`config.mk`:
```
export PLATFORM = sky130hd
export DESIGN_NAME = bcd_serial_addsub
export DESIGN_NICKNAME = d
export VERILOG_FILES = /design/src/rtl/bcd_serial_addsub.sv
export SDC_FILE = /design/constraint.sdc
export NUM_CORES = 1
export LEC_CHECK = 0
export BUFFER_PORTS_ARGS = -buffer_cell sky130_fd_sc_hd__buf_2
export CAP_MARGIN = 0
export CORE_ASPECT_RATIO = 1.5
export CORE_MARGIN = 1
export CORE_UTILIZATION = 30
export DETAILED_ROUTE_END_ITERATION = 8
export PLACE_DENSITY = 0.55
export SYNTH_ARGS = -nofsm -noshare
export SYNTH_HDL_FRONTEND = slang
export SYNTH_SLANG_ARGS = --single-unit
```
`constraint.sdc`:
```
create_clock -name clk -period 4.2 [get_ports clk]
set_clock_uncertainty 0.2 [all_clocks]
set_input_delay 0.42 -clock clk [delete_from_list [all_inputs] [get_ports clk]]
set_output_delay 0.42 -clock clk [all_outputs]
set_load 0.01 [all_outputs]
```
`src/rtl/bcd_serial_addsub.sv`:
```
// bcd_serial_addsub: digit-serial packed-BCD adder/subtractor, one digit per
// clock, least significant digit first, behind a start/done handshake.
// Subtraction is done as A + nines(B) + 1; a missing final carry means A<B,
// and a second digit-serial pass (FIX) turns the tens complement back into
// the magnitude so that result is always |A-B| with neg flagging the sign.
// Operand digits above 9 are rejected at capture and reported via invalid.
//
// Optional feature macro: BCD_SUB_EN
//   defined   : sub input honoured, FIX state built, neg functional
//   undefined : sub ignored (always add), no FIX state, neg tied to 0

module bcd_serial_addsub #(
  parameter int DIGITS = 3
) (
  input  logic                  clk,
  input  logic                  rst_n,
  input  logic                  start,
  input  logic                  sub,
  input  logic [4*DIGITS-1:0]   a,
  input  logic [4*DIGITS-1:0]   b,
  output logic                  busy,
  output logic                  done,
  output logic [4*DIGITS-1:0]   result,
  output logic                  cout,
  output logic                  neg,
  output logic                  invalid
);

  // Digit index width; a one-digit build still needs a one-bit index.
  localparam int KW = (DIGITS > 1) ? $clog2(DIGITS) : 1;
  localparam logic [KW-1:0] K_LAST = KW'(DIGITS - 1);

`ifdef BCD_SUB_EN
  localparam logic SUB_EN = 1'b1;
`else
  localparam logic SUB_EN = 1'b0;
`endif

  typedef enum logic [1:0] {
    S_IDLE = 2'd0,
    S_ADD  = 2'd1,
`ifdef BCD_SUB_EN
    S_FIX  = 2'd2,
`endif
    S_DONE = 2'd3
  } state_t;

  // One decimal digit step: returns {carry, digit} with the +6 correction
  // applied whenever the binary sum leaves the 0..9 range.
  function automatic logic [4:0] dec_step(input logic [3:0] x,
                                          input logic [3:0] y,
                                          input logic       cin);
    logic [4:0] t;
    logic [4:0] tc;
    t  = {1'b0, x} + {1'b0, y} + {4'd0, cin};
    tc = t + 5'd6;
    if (t > 5'd9) return {1'b1, tc[3:0]};
    else          return {1'b0, t[3:0]};
  endfunction

  state_t              state_q, state_d;
  logic [KW-1:0]       k_q, k_d;
  logic                c_q, c_d;
  logic [4*DIGITS-1:0] a_q, a_d;
  logic [4*DIGITS-1:0] b_q, b_d;
  logic                sub_q, sub_d;
  logic [4*DIGITS-1:0] result_q, result_d;
  logic                cout_q, cout_d;
  logic                neg_q, neg_d;
  logic                invalid_q, invalid_d;
  logic                busy_q, busy_d;
  logic                done_q, done_d;

  logic                bad_digit;
  logic                sub_eff;
  logic [3:0]          a_digit;
  logic [3:0]          b_digit;
  logic [3:0]          b_operand;
  logic [3:0]          res_digit;
  logic [4:0]          add_step;
  logic [4:0]          fix_step;

  // Flag any non-BCD digit in the live operand inputs so it can be caught at capture.
  always_comb begin
    bad_digit = 1'b0;
    for (int i = 0; i < DIGITS; i++) begin
      if ((a[4*i +: 4] > 4'd9) || (b[4*i +: 4] > 4'd9)) bad_digit = 1'b1;
    end
  end

  // Per-digit datapath: select digit k of each operand and compute both the ADD and FIX steps.
  always_comb begin
    sub_eff   = sub_q & SUB_EN;
    a_digit   = a_q[4*k_q +: 4];
    b_digit   = b_q[4*k_q +: 4];
    res_digit = result_q[4*k_q +: 4];
    b_operand = sub_eff ? (4'd9 - b_digit) : b_digit;
    add_step  = dec_step(a_digit, b_operand, c_q);
    fix_step  = dec_step(4'd9 - res_digit, 4'd0, c_q);
  end

  // Next-state and next-output logic for the IDLE/ADD/FIX/DONE sequencer.
  always_comb begin
    state_d   = state_q;
    k_d       = k_q;
    c_d       = c_q;
    a_d       = a_q;
    b_d       = b_q;
    sub_d     = sub_q;
    result_d  = result_q;
    cout_d    = cout_q;
    neg_d     = neg_q;
    invalid_d = invalid_q;
    busy_d    = busy_q;
    done_d    = 1'b0;

    case (state_q)
      S_IDLE: begin
        if (start) begin
          a_d       = a;
          b_d       = b;
          sub_d     = sub & SUB_EN;
          result_d  = '0;
          cout_d    = 1'b0;
          neg_d     = 1'b0;
          invalid_d = 1'b0;
          k_d       = '0;
          busy_d    = 1'b1;
          if (bad_digit) begin
            invalid_d = 1'b1;
            state_d   = S_DONE;
            done_d    = 1'b1;
          end else begin
            c_d     = sub & SUB_EN;
            state_d = S_ADD;
          end
        end
      end

      S_ADD: begin
        result_d[4*k_q +: 4] = add_step[3:0];
        c_d = add_step[4];
        k_d = k_q + 1'b1;
        if (k_q == K_LAST) begin
          k_d = '0;
          if (!sub_eff) begin
            cout_d  = add_step[4];
            state_d = S_DONE;
            done_d  = 1'b1;
          end else if (add_step[4]) begin
            state_d = S_DONE;
            done_d  = 1'b1;
          end else begin
`ifdef BCD_SUB_EN
            neg_d   = 1'b1;
            c_d     = 1'b1;
            state_d = S_FIX;
`else
            state_d = S_DONE;
            done_d  = 1'b1;
`endif
          end
        end
      end

`ifdef BCD_SUB_EN
      S_FIX: begin
        result_d[4*k_q +: 4] = fix_step[3:0];
        c_d = fix_step[4];
        k_d = k_q + 1'b1;
        if (k_q == K_LAST) begin
          k_d     = '0;
          state_d = S_DONE;
          done_d  = 1'b1;
        end
      end
`endif

      S_DONE: begin
        state_d = S_IDLE;
        busy_d  = 1'b0;
      end

      default: begin
        state_d = S_IDLE;
        busy_d  = 1'b0;
        k_d     = '0;
      end
    endcase
  end

  // State and output registers; reset aborts any operation and clears every output.
  always_ff @(posedge clk or negedge rst_n) begin
    if (!rst_n) begin
      state_q   <= S_IDLE;
      k_q       <= '0;
      c_q       <= 1'b0;
      a_q       <= '0;
      b_q       <= '0;
      sub_q     <= 1'b0;
      result_q  <= '0;
      cout_q    <= 1'b0;
      neg_q     <= 1'b0;
      invalid_q <= 1'b0;
      busy_q    <= 1'b0;
      done_q    <= 1'b0;
    end else begin
      state_q   <= state_d;
      k_q       <= k_d;
      c_q       <= c_d;
      a_q       <= a_d;
      b_q       <= b_d;
      sub_q     <= sub_d;
      result_q  <= result_d;
      cout_q    <= cout_d;
      neg_q     <= neg_d;
      invalid_q <= invalid_d;
      busy_q    <= busy_d;
      done_q    <= done_d;
    end
  end

  assign busy    = busy_q;
  assign done    = done_q;
  assign result  = result_q;
  assign cout    = cout_q;
  assign neg     = neg_q & SUB_EN;
  assign invalid = invalid_q;

endmodule

```
==> impl_metrics.csv <==
group,metric,value,unit
placement,place_ws,631,ps
detailed_routing,first_pass_iters,4,
clocking,cts_tree,"done",
global_route,antenna_found_initial,0,
critical_path,end_kind,"register",
floorplan,die_w,75.3,µm
detailed_routing,vias_per_cell,4.79,
timing,clock.fmax,270,MHz
clocking,clk_latency,290,ps
synth,ys_top_cells_by_area,"dfrtp_1, mux2_2, nand2_1",
synth,synth.distinct_cells,47,
synth,ys_seq_area_frac,0.466,
detailed_routing,ant_nets,0,
layout,fillers,808,
clocking,clockBufferDepth,2,
detailed_routing,drc,0,
detailed_routing,drt_wl_total,5.28,mm
synth,syn_area_per_cell,11.1,µm²
placement,finalWeightedCongestion,0.793,
flow_run,drv_cap,0,
floorplan,rows,39,
detailed_routing,drtIter0Drc,49,
synth,async_flop_share,1.00,
synth,synthFlopType,"dfrtp_1",
synth,synth-edff-count,0,
clocking,htreeDepth,2,
detailed_routing,wire_per_inst,14.5,µm
timing,hold_violations,0,
clocking,ctsRootBufferMaster,"clkbuf_16",
floorplan,coreArea,7710,µm²
floorplan,die_h,112,µm
clocking,cts_num_sinks,45,
clocking,clkTransAtPathRegs,60,ps
critical_path,critPathMaxFanout,7,
synth,syn-instance-count,218,
critical_path,startpoint_type,"register",
global_route,grt_overflow_total,0,
layout,areaGrowthSynthToFinish,19.7,%
floorplan,start_util,0.314,
layout,regArea,1130,µm²
layout,nets,302,
layout,layout-drive-gt1-share,0.323,
global_route,grt_pass1_wl,8.89,mm
clocking,cts_resized,0,
layout,insertedDiodeCount,0,
clocking,cts-hold-fix-buffers,0,
floorplan,fp.dieArea,8430,µm²
global_route,grt_max_degree,46,
critical_path,reg2reg_slack,500,ps
detailed_routing,num_vias,1749,
synth,ys_ff_latch,45,
timing,maxSlewHeadroom,0.206,
outcome,status,"finished, final reports clean",
timing,rsz0062_at_grt,"no",
critical_path,crit_required,4170,ps
timing,slew_viol_final,0,
timing,period_needed,3700,ps
synth,synth_warnings,0,
synth,syn_area,2420,µm²
critical_path,worstPathArrival,3670,ps
layout,multi_input_area,1220,µm²
critical_path,worstSetupPathType,"reg2reg",
floorplan,io_pins,45,
timing,finalWorstSetupSlack,501,ps
synth,synth_area_leader_cell,"dfrtp_1",
clocking,numCtsBuffers,5,
timing,tightest_slew,1190,ps
timing,fin_setup_tns,0,ps
global_route,first_global_vias,1814,
synth,syn_nets,257,
global_route,track_usage,0.141,
timing,setup_viol,0,
synth,synth_top_area_frac,0.466,
hold_path,min_path_type,"in2async",
placement,post-dp-hpwl,4.01,mm
timing,finalCritPeriodShare,0.881,
placement,io_buffers,42,
clocking,cts_setup_buffers,0,
logic make-up after synthesis:
| family | after synthesis | share of synthesized area |
|---|---|---|
| multiplexers | 32 | 0.145 |
| buffers and inverters | 14 | 0.0295 |
| XOR/XNOR | 1 | 0.00362 |
| AO/OA/AOI/OAI | 50 | 0.151 |
| other | 1 | 0.00155 |
| AND/OR/NAND/NOR | 64 | 0.141 |
| adder cells (fa/ha/maj) | 11 | 0.0631 |
| flip-flops | 45 | 0.466 |
layout make-up:
class | count | area share
Clock buffer | 5 | 0.0432
Clock inverter | 2 | 0.0121
Inverter | 7 | 0.00908
Multi-Input combinational cell | 159 | 0.422
Sequential cell | 45 | 0.389
Tap cell | 102 | 0.0441
Timing Repair Buffer | 45 | 0.0804
path summary, 6_finish.rpt:
check | cells after the start | from | endpoint
setup / recovery | 12 | k_q[1] | result[10]
hold / removal | 1 | rst_n | b_q[0]
setup reg to reg | 12 | k_q[1] | result[10]
hold reg to reg | 2 | result[9] | result[9]
max in group asynchronous | 1 | rst_n | cout
min in group clk | 2 | b[0] | b_q[0]
cell usage after synthesis, types with 2 or more instances:
library cell  count
mux2i_1           8
or3_1             4
ha_1              9
nand2_1          33
o311ai_0          2
o32a_1            2
nor3b_1           2
clkbuf_1          2
fa_1              2
mux2_2           24
o21ai_0          17
dfrtp_1          45
buf_4             3
nor2_1            3
nor3_1            2
a21o_1            5
a21oi_1           6
inv_1             7
a22o_1            6
o31ai_1           3
nand3b_1          2
nand3_1           4
a221oi_1          2
nand2b_1          2
placed cells by master, fill, tap and decap left out, drive strengths merged, types with 5 or more instances in the layout:
cell type and count:
buf 45, inv 7, nand2 33, mux2i 8, ha 9, a21o 5
dfrtp 45, or3 5, a21oi 7, mux2 24, a22o 6, o21ai 18
clkbuf 5
stage by stage:
step | instances | util | hold WS [ps] | instance area (µm²)
after floorplan | 218 | - | -75.6 | 2420
after global routing | 365 | 0.375 | 155 | 2890
after global placement | 358 | 0.355 | 264 | 2730
after CTS | 365 | 0.375 | 137 | 2890
final | 365 | 0.375 | 97.8 | 2890
after detailed placement | 358 | 0.355 | 263 | 2730
worst max-delay path, cell delays in order (launching register included):
cell      delay (ps)
dfrtp_1          550
nor2_1           180
nand2_1           90
o21ai_0          110
fa_1             460
fa_1             450
xnor2_1          170
ha_1             210
nor2b_1          160
o311ai_0         370
o31a_1           270
o32ai_1          120
a211o_1          230
registers in the layout, indices dropped and copies added, names as in the netlist, 2 cells and up:
register and count:
a_q 12, state_q 2, k_q 2, b_q 12, result 12
metal layers:
layer | up-vias | track usage | wire [µm]
li1 | 873 | - | -
met1 | 827 | 0.162 | 2080
met2 | 41 | 0.243 | 2850
met3 | 8 | 0.0344 | 239
met4 | 0 | 0.0531 | 113
met5 | - | 0 | 0
Power is left out: the tool's default activity adds up to more than one toggle a clock period on the data nets, which glitch-free logic cannot reach.
